$ cat config.mk
export PLATFORM = sky130hd
export DESIGN_NAME = mem_access
export DESIGN_NICKNAME = d
export VERILOG_FILES = /design/src/rtl/mem_access.sv
export SDC_FILE = /design/constraint.sdc
export NUM_CORES = 1
export LEC_CHECK = 0
export CAP_MARGIN = 10
export CORE_AREA = 2 2 212 214
export CTS_CLUSTER_DIAMETER = 50
export CTS_CLUSTER_SIZE = 14
export DETAILED_ROUTE_END_ITERATION = 7
export DIE_AREA = 0 0 214 216
export PLACE_DENSITY = 0.52
export SLEW_MARGIN = 20
export SYNTH_ARGS = -nofsm -noshare
export SYNTH_HDL_FRONTEND = slang
export SYNTH_SLANG_ARGS = --single-unit
$ cat constraint.sdc
create_clock -name clk -period 2.5 [get_ports clk]
set_clock_uncertainty 0.15 [all_clocks]
set_input_delay 0.375 -clock clk [delete_from_list [all_inputs] [get_ports clk]]
set_output_delay 0.375 -clock clk [all_outputs]
set_load 0.02 [all_outputs]
$ cat src/rtl/mem_access.sv
// Y86-64 memory stage.
// Takes the execute result, performs at most one data-memory read or write
// over a request/acknowledge handshake, then presents the writeback bundle
// through a valid/ready register.
// Optional build macro: MEM_TIMEOUT_EN -- abort a request that has not been
// acknowledged within TIMEOUT cycles and report it as an address error.
module mem_access #(
  parameter int unsigned DW      = 64,
  parameter int unsigned TIMEOUT = 255
) (
  input  logic          clk,
  input  logic          rst,
  // execute -> memory
  input  logic          in_valid,
  output logic          in_ready,
  input  logic [3:0]    icode,
  input  logic          Cnd,
  input  logic [DW-1:0] valE,
  input  logic [DW-1:0] valA,
  input  logic [DW-1:0] valP,
  input  logic [3:0]    dstE,
  input  logic [3:0]    dstM,
  // data memory
  output logic          mem_req,
  output logic          mem_we,
  output logic [DW-1:0] mem_addr,
  output logic [DW-1:0] mem_wdata,
  input  logic          mem_ack,
  input  logic [DW-1:0] mem_rdata,
  // memory -> writeback
  output logic          out_valid,
  input  logic          out_ready,
  output logic [3:0]    w_icode,
  output logic [DW-1:0] w_valE,
  output logic [DW-1:0] w_valM,
  output logic [3:0]    w_dstE,
  output logic [3:0]    w_dstM,
  output logic [2:0]    w_stat
);

  localparam logic [1:0] IDLE = 2'd0;
  localparam logic [1:0] REQ  = 2'd1;
  localparam logic [1:0] OUT  = 2'd2;

  localparam logic [3:0] I_HALT   = 4'h0;
  localparam logic [3:0] I_RRMOVQ = 4'h2;
  localparam logic [3:0] I_RMMOVQ = 4'h4;
  localparam logic [3:0] I_MRMOVQ = 4'h5;
  localparam logic [3:0] I_CALL   = 4'h8;
  localparam logic [3:0] I_RET    = 4'h9;
  localparam logic [3:0] I_PUSHQ  = 4'hA;
  localparam logic [3:0] I_POPQ   = 4'hB;

  localparam logic [3:0] REG_NONE = 4'hF;

  localparam logic [2:0] STAT_AOK = 3'd1;
  localparam logic [2:0] STAT_ADR = 3'd3;
  localparam logic [2:0] STAT_INS = 3'd4;

  logic [1:0]    state;

  // Decode of the incoming instruction
  logic          dec_ins;
  logic          dec_wr;
  logic          dec_rd;
  logic          dec_mem;
  logic          dec_misaligned;
  logic [DW-1:0] dec_addr;
  logic [DW-1:0] dec_wdata;
  logic [3:0]    dec_dstE;

`ifdef MEM_TIMEOUT_EN
  localparam logic [7:0] TO_LAST = 8'(TIMEOUT - 1);
  logic [7:0] to_cnt;
`endif

  // Handshake outputs follow the state; mem_req is also gated by rst so an
  // outstanding request is withdrawn in the very cycle reset is sampled.
  always_comb begin
    in_ready  = (state == IDLE);
    mem_req   = (state == REQ) && !rst;
    out_valid = (state == OUT);
  end

  // Classify the instruction and form the memory address/data
  always_comb begin
    dec_ins   = (icode >= 4'hC);
    dec_wr    = (icode == I_RMMOVQ) || (icode == I_PUSHQ) || (icode == I_CALL);
    dec_rd    = (icode == I_MRMOVQ) || (icode == I_POPQ)  || (icode == I_RET);
    dec_mem   = dec_wr || dec_rd;
    dec_addr  = ((icode == I_POPQ) || (icode == I_RET)) ? valA : valE;
    dec_wdata = (icode == I_CALL) ? valP : valA;
    dec_misaligned = (dec_addr[2:0] != 3'b000);
    // A conditional move whose condition failed writes nothing.
    dec_dstE  = ((icode == I_RRMOVQ) && !Cnd) ? REG_NONE : dstE;
  end

  // Stage FSM and the registered request / writeback bundle
  always_ff @(posedge clk) begin
    if (rst) begin
      state     <= IDLE;
      mem_we    <= 1'b0;
      mem_addr  <= '0;
      mem_wdata <= '0;
      w_icode   <= I_HALT;
      w_valE    <= '0;
      w_valM    <= '0;
      w_dstE    <= REG_NONE;
      w_dstM    <= REG_NONE;
      w_stat    <= 3'd0;
`ifdef MEM_TIMEOUT_EN
      to_cnt    <= '0;
`endif
    end else begin
      case (state)
        IDLE: begin
          if (in_valid) begin
            w_icode <= icode;
            w_valE  <= valE;
            w_valM  <= '0;
            w_dstE  <= dec_dstE;
            w_dstM  <= dstM;
`ifdef MEM_TIMEOUT_EN
            to_cnt  <= '0;
`endif
            if (dec_ins) begin
              w_stat <= STAT_INS;
              state  <= OUT;
            end else if (dec_mem && dec_misaligned) begin
              w_stat <= STAT_ADR;
              state  <= OUT;
            end else if (dec_mem) begin
              w_stat    <= STAT_AOK;
              mem_we    <= dec_wr;
              mem_addr  <= dec_addr;
              mem_wdata <= dec_wdata;
              state     <= REQ;
            end else begin
              w_stat <= STAT_AOK;
              state  <= OUT;
            end
          end
        end

        REQ: begin
          if (mem_ack) begin
            if (!mem_we) begin
              w_valM <= mem_rdata;
            end
            mem_we <= 1'b0;
            state  <= OUT;
          end
`ifdef MEM_TIMEOUT_EN
          else if (to_cnt == TO_LAST) begin
            w_stat <= STAT_ADR;
            w_valM <= '0;
            mem_we <= 1'b0;
            state  <= OUT;
          end else begin
            to_cnt <= to_cnt + 8'd1;
          end
`endif
        end

        OUT: begin
          if (out_ready) begin
            state <= IDLE;
          end
        end

        default: state <= IDLE;
      endcase
    end
  end

endmodule
Word level (Yosys, flattened, before mapping). Index checks and enable logic that the tools add are counted.

Input port bits: 274. Register bits after elaboration: 274. Word-level logic and storage cells: 70. Output and inout bits: 275.

Magnitude comparators: 1. Mux-type cells: 22. Equality and inequality tests: 16. Bitwise gates (word level): 2. Reduce and logical (&&, ||, !) cells: 19.

Operator list (number): $mux W64 (5); $pmux W64 S2 (1); $eq A4 B4 Y1 const B (4); $mux W2 (7); $ne A2 B2 Y1 const B (5); $eq A4 B3 Y1 const B (2); $logic_or A1 B1 Y1 (6); $pmux W2 S3 (1); $reduce_and A6 Y1 (1); $mux W1 (5); $reduce_and A5 Y1 (1); $eq A4 B2 Y1 const B (1); $ge A4 B4 Y1 const B (1); $mux W4 (1); $ne A2 B1 Y1 const B (2); $reduce_and A4 Y1 (1); $logic_and A1 B1 Y1 (3); $mux W3 (1); $reduce_and A3 Y1 (1); $reduce_bool A3 Y1 (1); $eq A2 B1 Y1 const B (1); $eq A2 B2 Y1 const B (1); $logic_not A1 Y1 (2); $logic_not A2 Y1 (1); 4 further kinds (5).

Longest topological paths before layout. Gate-level depths: netlist of run 1.

Depth in word-level cells: 9. Gate-level depth with buffers: 8. Depth with buffers taken out: 4.

Least setup slack after synthesis of run 1. No wires, ideal clock.

Kind: reg-to-reg. Start point: register state[1]. End point: register mem_wdata[47]. Data arrival time: 1.710 ns. Path slack: 0.506 ns. Required time: 2.216 ns. Stages on the path, launching flop included: 9. Path buffers: 4. Clock period less this slack: 1.994 ns. Setup time: 0.134 ns. Cells stage by stage: dfxtp_1 -> buf_2 -> or3b_1 -> clkbuf_1 -> a21oi_4 -> and2_1 -> buf_2 -> buf_2 -> a211oi_1.

Longest elaborated chain between the ends: 2.

RTL lines: start: declaration (RTL line 60) `logic [1:0] state;`; start signal: assignment (RTL line 101) `state <= IDLE;`; start signal: assignment (RTL line 128) `state <= OUT;`; start signal: assignment (RTL line 131) `state <= OUT;`; $logic_not A2 Y1 (RTL line 115) `case (state)`; $reduce_and A5 Y1 (no line); end signal: assignment (RTL line 136) `mem_wdata <= dec_wdata;`; end: declaration (RTL line 27) `output logic [DW-1:0] mem_wdata,`.

Every way passes these cells. A chain may end at the register's enable or synchronous reset.

Worst setup path after layout of run 1.
Start point: input valA[1]. End point: register mem_addr[44].

Longest elaborated chain between the ends: 5.

RTL lines: start: declaration (RTL line 19) `input logic [DW-1:0] valA,`; $mux W64 (RTL line 91) `dec_addr = ((icode == I_POPQ) || (icode == I_RET)) ? valA : valE;`; $reduce_bool A3 Y1 (RTL line 93) `dec_misaligned = (dec_addr[2:0] != 3'b000);`; $logic_and A1 B1 Y1 (RTL line 129) `end else if (dec_mem && dec_misaligned) begin`; $not A1 Y1 (no line); $reduce_and A5 Y1 (no line); end signal: assignment (RTL line 135) `mem_addr <= dec_addr;`; end: declaration (RTL line 26) `output logic [DW-1:0] mem_addr,`.

Every way passes these cells.

==> results of run 1 <==
-- synth_stat cells, drive strengths merged (2+ instances only) --
| master | number | area, um2 |
|---|---|---|
| nor2 | 70 | 263 |
| nor3 | 4 | 20.0 |
| buf | 56 | 315 |
| nand2 | 147 | 552 |
| or4b | 2 | 20.0 |
| a22oi | 64 | 480 |
| clkbuf | 62 | 233 |
| dfxtp | 274 | 5490 |
| nor3b | 6 | 50.1 |
| nand2b | 7 | 43.8 |
| a21oi | 197 | 997 |
| a211oi | 126 | 946 |
| or3b | 2 | 17.5 |
| o21ai | 2 | 10.0 |
| nand3b | 5 | 37.5 |
| mux2i | 126 | 1260 |
| o22ai | 4 | 25.0 |
-- power groups by stage --
| stage | Clock [mW] | Sequential, mW | Combinational (mW) |
|---|---|---|---|
| 2_1_floorplan | 0 | 4.78 | 0.508 |
| 3_3_place_gp | 0 | 4.64 | 1.65 |
| 3_5_place_dp | 0 | 4.64 | 1.65 |
| 4_1_cts | 6.25 | 4.55 | 1.66 |
| 5_1_grt | 6.45 | 4.56 | 1.76 |
| 6_report | 6.07 | 4.55 | 1.63 |
-- flip-flops by register name, indices dropped and copies added, names as in the netlist --
signal and flops:
w_icode 4, mem_wdata 64, w_dstM 4, state 2
mem_we 1, w_valM 64, w_valE 64, w_stat 3
w_dstE 4, mem_addr 64
-- per-stage QoR --
stage	power (mW)	instance area (um2)	utilization, %	setup TNS [ns]
final	12.3	18700	42.7	0
after global placement	6.28	17300	39.4	-29.63
after global routing	12.8	18700	42.7	0
after floorplan	5.29	10800	-	0
after detailed placement	6.29	17300	39.4	-26.61
after CTS	12.5	18700	42.7	0
-- timing repair --
action	in CTS	in global routing
gates resized for setup	1	2
endpoints found under the setup margin	1	2
endpoints found under the hold margin	9	0
hold buffers	1	0
-- cell families after synthesis --
kind of cell           after synthesis
AOI/OAI and AO/OA                  395
DFF                                274
and+or+nand+nor                    250
muxes                              127
buffers and inverters              119
-- worst min path at each step --
stage | from | to | slack [ns]
3_3_place_gp | w_valE[17]$_SDFFE_PP0P_ | w_valE[17]$_SDFFE_PP0P_ | 0.29
3_5_place_dp | w_valE[25]$_SDFFE_PP0P_ | w_valE[25]$_SDFFE_PP0P_ | 0.30
2_1_floorplan | dstM[0] | w_dstM[0]$_SDFFE_PP1P_ | 0.35
6_report | dstM[2] | w_dstM[2]$_SDFFE_PP1P_ | 0.24
4_1_cts | dstM[2] | w_dstM[2]$_SDFFE_PP1P_ | 0.20
5_1_grt | dstM[0] | w_dstM[0]$_SDFFE_PP1P_ | 0.22
-- per-layer routing --
| layer | global-route usage, % | wire, um |
|---|---|---|
| met1 | 23.2 | 19000 |
| met2 | 33.5 | 22800 |
| met3 | 7.12 | 3970 |
| met4 | 5.66 | 1050 |
| met5 | 0 | 0 |
-- worst register-to-register path: stages (launching register included) --
cell and delay (ns):
dfxtp_1 0.33, buf_4 0.19, nor4bb_4 0.56, nor2_4 0.06
buf_12 0.21, a22oi_1 0.21, nor2_1 0.06
-- final cells by class --
| cell class | count | area (um2) | share of cell area [%] |
|---|---|---|---|
| diodes | 1 | 2.50 | 0.0134 |
| clock buffers | 50 | 1130 | 6.05 |
| clock inverters | 26 | 319 | 1.70 |
| inverters | 1 | 3.75 | 0.0200 |
| multi-input cells | 772 | 4840 | 25.9 |
| flip-flops and latches | 274 | 5490 | 29.3 |
| well taps | 592 | 741 | 3.95 |
| repair buffers | 604 | 6200 | 33.1 |
==> results.toml, run 1 <==
[floorplan]
placeableCoreArea_um2 = 43800
die_x_um = 214
start_util_pct = 24.7
fp.dieArea_um2 = 46200
pin_count = 549
fp.dieH_um = 216
rows = 77

[worst_setup_path]
arrival_ns = 2.52
cp_max_fo = 37
crit_buf_inv = 3
worst-path-stages = 7
worstSetupStartpoint = "valA[1]"
crit_type = "in -> reg"
cpLargestDelayFamily = "buffers and inverters"
ff2ff_setup_slack_ns = 0.60
ff2ff_path_depth = 6
critPathCaptureType = "flip-flop"
r2r_end = "w_valM[3]$_SDFFE_PP0P_"
slowest_delay_ns = 0.64
worstReg2RegStart = "state[0]$_SDFFE_PP0P_"
crit_path_start_kind = "input pin"
critical_path.endpoint = "mem_addr[44]$_SDFFE_PP0P_"
path_cells = "clkdlybuf4s50_1 > nor3_1 > buf_4 > mux2_4 > and2_4 > buf_12 > a211oi_1"
cp.required_ns = 2.74
cp_slowest_cell = "nor3_1"

[synthesis]
synth_adder_area_share_pct = 0
synth_xor_area_share_pct = 0
syn_nets = 1439
syn_inst = 1165
synth_top_family_by_area = "compound AO/OA/AOI/OAI gates"
synth.yosys.warnings = 0
synth-seq-cells = 274
muxShareOfSynthArea_pct = 11.7
synth_ff_type = "dfxtp_1"
synth_cell_types = 33
yosys.area_share.simple_pct = 9.73
syn_avg_cell_area_um2 = 9.30
synth_compound_area_share_pct = 22.8
syn_area_um2 = 10800
synth_edf_count = 0
ys_async_sr_fraction_pct = 0
ys_seq_area_share_pct = 50.6

[placement]
place.detailed.hpwl_um = 33700
gp_congestion = 0.837
placedCellCount = 2242
port_buffers = 548
dp_slack_ns = -0.243

[detailed_routing]
dr.pass1.iters = 6
ant_nets = 0
drtIter0Drc = 593
vias = 10862
routed_wl_um = 46900
routedWlPerCell_um = 20.2
vias_per_cell = 4.68
route.detailed.drc = 0

[sta]
worst_slew_pin_slew_ns = 0.893
max_freq_mhz = 438
drv_slew = 0
setup_violations = 0
setup_ws_ns = 0.216
rsz0062_at_grt = "false"
period_share_pct = 91.4
min_period_ns = 2.28
worst_hold_slack_ns = 0.242
max_slew_margin_pct = 40.5
hold_viol_final = 0

[layout]
layout_common_cells = "clkdlybuf4s50_1, dfxtp_1, a21oi_1, nand2_1"
area_growth_pct = 72.8
final_common_cell = "clkdlybuf4s50_1"
nets = 1969
layoutNonFillerInstCount = 2320
drive_gt1_share_pct = 7.99
fill_cells = 4363

[clocking]
cts_tree = "done"
ctsLongestPathBuffers = 3
post_cts_buffers = 0
cts_buffers = 42
cts-htree-levels = 2
path_clk_slew_ns = 0.06
clock-sinks = 274
insertion_delay_ns = 0.55
cts_root_buffer = "clkbuf_16"

[power]
combPwrFrac_pct = 13.3
p_per_area_nw_per_um2 = 654
power.leakage_nw = 6.73
p_sw_share_pct = 25.6
seq_power_share_pct = 37.1
p_switching_mw = 3.13
p_clk_share_pct = 49.5
ir_drop_mv = 0.489
p_int_mw = 9.12

[global_route]
grt_overflow = 0
grt_usage_pct = 19.7
antenna_found_initial = 1
grt_start_max_net_pins = 161
grt_pass1_vias = 11336
grt_pass1_wl_um = 70500

[worst_hold_path]
holdPathStages = 3
hp-class = "in -> reg"

[status]
outcome = "complete, no violations"

[job]
cap_violations = 0
(Power assumes the default switching activity.)
==> run 2: changes to the inputs <==
- SETUP_SLACK_MARGIN: not set -> 0.1
==> run 2 against run 1 <==
- register-to-register slack barely moved
- via count barely moved
- routed wire length fell by 0.16%
- flip-flop and latch count did not move
- global-route usage did not move
- combinational power barely moved
- first-iteration DRC count fell by 4.2%
- clock-buffer cell count did not move
- power barely moved
- critical path type is now in -> out
- critical endpoint is now mem_req
- largest cell class unchanged
==> results.toml, run 2 (same netlist as run 1, synthesis figures left out) <==
[status]
outcome = "complete, no violations"

[sta]
rsz0062_at_grt = "false"
min_period_ns = 2.28
period_share_pct = 91.1
totalNegativeSetupSlack_ns = 0
drv_slew = 0
setup_violations = 0
max_slew_margin_pct = 40.2
max_freq_mhz = 439
worst_hold_slack_ns = 0.242
worst_slew_pin_slew_ns = 0.898
hold_viol_final = 0

[detailed_routing]
routedWlPerCell_um = 20.2
drtIter0Drc = 568
route.detailed.drc = 0
dr.pass1.iters = 5
vias_per_cell = 4.69
vias = 10872
routed_wl_um = 46800
ant_nets = 0

[clocking]
ctsLongestPathBuffers = 3
cts-htree-levels = 2
cts_buffers = 42
path_clk_slew_ns = 0.06
insertion_delay_ns = 0.55
cts_tree = "done"
clock-sinks = 274
cts_root_buffer = "clkbuf_16"

[layout]
drive_gt1_share_pct = 7.99
layoutNonFillerInstCount = 2320
final_common_cell = "clkdlybuf4s50_1"
nets = 1969
fin_util_pct = 42.7
layout_common_cells = "clkdlybuf4s50_1, dfxtp_1, a21oi_1, nand2_1"
area_growth_pct = 72.8

[floorplan]
start_util_pct = 24.7
fp.dieH_um = 216
rows = 77
placeableCoreArea_um2 = 43800
die_x_um = 214
fp.dieArea_um2 = 46200
pin_count = 549

[placement]
port_buffers = 548
placedCellCount = 2242
gp_congestion = 0.837
place.detailed.hpwl_um = 33700

[worst_hold_path]
min_from = "dstM[2]"
hp-class = "in -> reg"
worstHoldEndpoint = "w_dstM[2]$_SDFFE_PP1P_"
holdPathStages = 3

[worst_setup_path]
arrival_ns = 1.75
cp.required_ns = 1.98
critPathCaptureType = "primary output"
crit_type = "in -> out"
crit_path_start_kind = "input pin"
r2r_end = "w_valM[3]$_SDFFE_PP0P_"
worstReg2RegStart = "state[0]$_SDFFE_PP0P_"
cp_max_fo = 15
ff2ff_path_depth = 6
ff2ff_setup_slack_ns = 0.61

[job]
cap_violations = 0

[power]
p_sw_share_pct = 25.5
ir_drop_mv = 0.490
p_clk_share_pct = 49.5
p_per_area_nw_per_um2 = 654
p_int_mw = 9.12
power.leakage_nw = 6.71
p_switching_mw = 3.13
seq_power_share_pct = 37.1
combPwrFrac_pct = 13.3
p_total_mw = 12.2

[global_route]
grt_usage_pct = 19.7
grt_pass1_wl_um = 70500
grt_overflow = 0
antenna_found_initial = 1
grt_start_max_net_pins = 161
grt_pass1_vias = 11336
[run 2: changes by cell type in the layout (fill, tap and decap cells not counted), sizes merged]
| cell | change |
|---|---|
| dlygate4sd2 | +2 |
| dlymetal6s2s | -2 |
[run 2: repair_timing]
| action | CTS | global route |
|---|---|---|
| setup endpoints to repair | 3 | 0 |
| setup buffers | 0 | 0 |
| hold buffers | 1 | 0 |
| hold endpoints to repair | 9 | 0 |
| gates resized for setup | 3 | 0 |
[run 2: layout make-up]
type | count | area, um2
Inverter | 1 | 3.75
Tap cell | 592 | 741
Fill cell | 4364 | 25100
Clock inverter | 26 | 319
Sequential cell | 274 | 5490
Timing Repair Buffer | 604 | 6200
Clock buffer | 50 | 1130
Multi-Input combinational cell | 772 | 4840
Antenna cell | 1 | 2.50
[run 2: per-layer routing]
metal  global-route usage (%)  part of all wire (%)
met3                     7.12                   8.3
met2                     33.5                    49
met5                        0                     0
met4                     5.66                   2.3
met1                     23.2                    41
[run 2: per-stage QoR]
| stage | cell area [um2] | worst slack [ns] |
|---|---|---|
| 4_1_cts | 18700 | 0.200 |
| 2_1_floorplan | 10800 | 0.506 |
| 3_5_place_dp | 17300 | -0.243 |
| 3_3_place_gp | 17300 | -0.266 |
| 6_report | 18700 | 0.224 |
| 5_1_grt | 18700 | 0.165 |
[run 2: how the worst max path moves through the flow]
stage | start | end | slack (ns) | depth (start not counted)
floorplan | state[1]$_SDFFE_PP0P_ | mem_wdata[47]$_SDFFE_PP0P_ | 0.51 | 8
global placement | valA[1] | mem_addr[40]$_SDFFE_PP0P_ | -0.27 | 7
detailed placement | valA[1] | mem_addr[44]$_SDFFE_PP0P_ | -0.24 | 7
CTS | w_valE[59]$_SDFFE_PP0P_ | w_valE[59] | 0.20 | 1
global route | state[0]$_SDFFE_PP0P_ | mem_req | 0.17 | 3
finish | rst | mem_req | 0.22 | 4
[run 2: worst max-delay path: stages]
cell           delay, ns
dlygate4sd3_1       0.56
clkbuf_8            0.20
nor3b_1             0.21
dlygate4sd2_1       0.40
[run 2: power groups by stage]
stage          Combinational, mW  Sequential (mW)  Clock (mW)
2_1_floorplan              0.508             4.78           0
4_1_cts                     1.65             4.55        6.25
6_report                    1.63             4.55        6.07
5_1_grt                     1.75             4.56        6.45
3_3_place_gp                1.65             4.64           0
3_5_place_dp                1.65             4.64           0
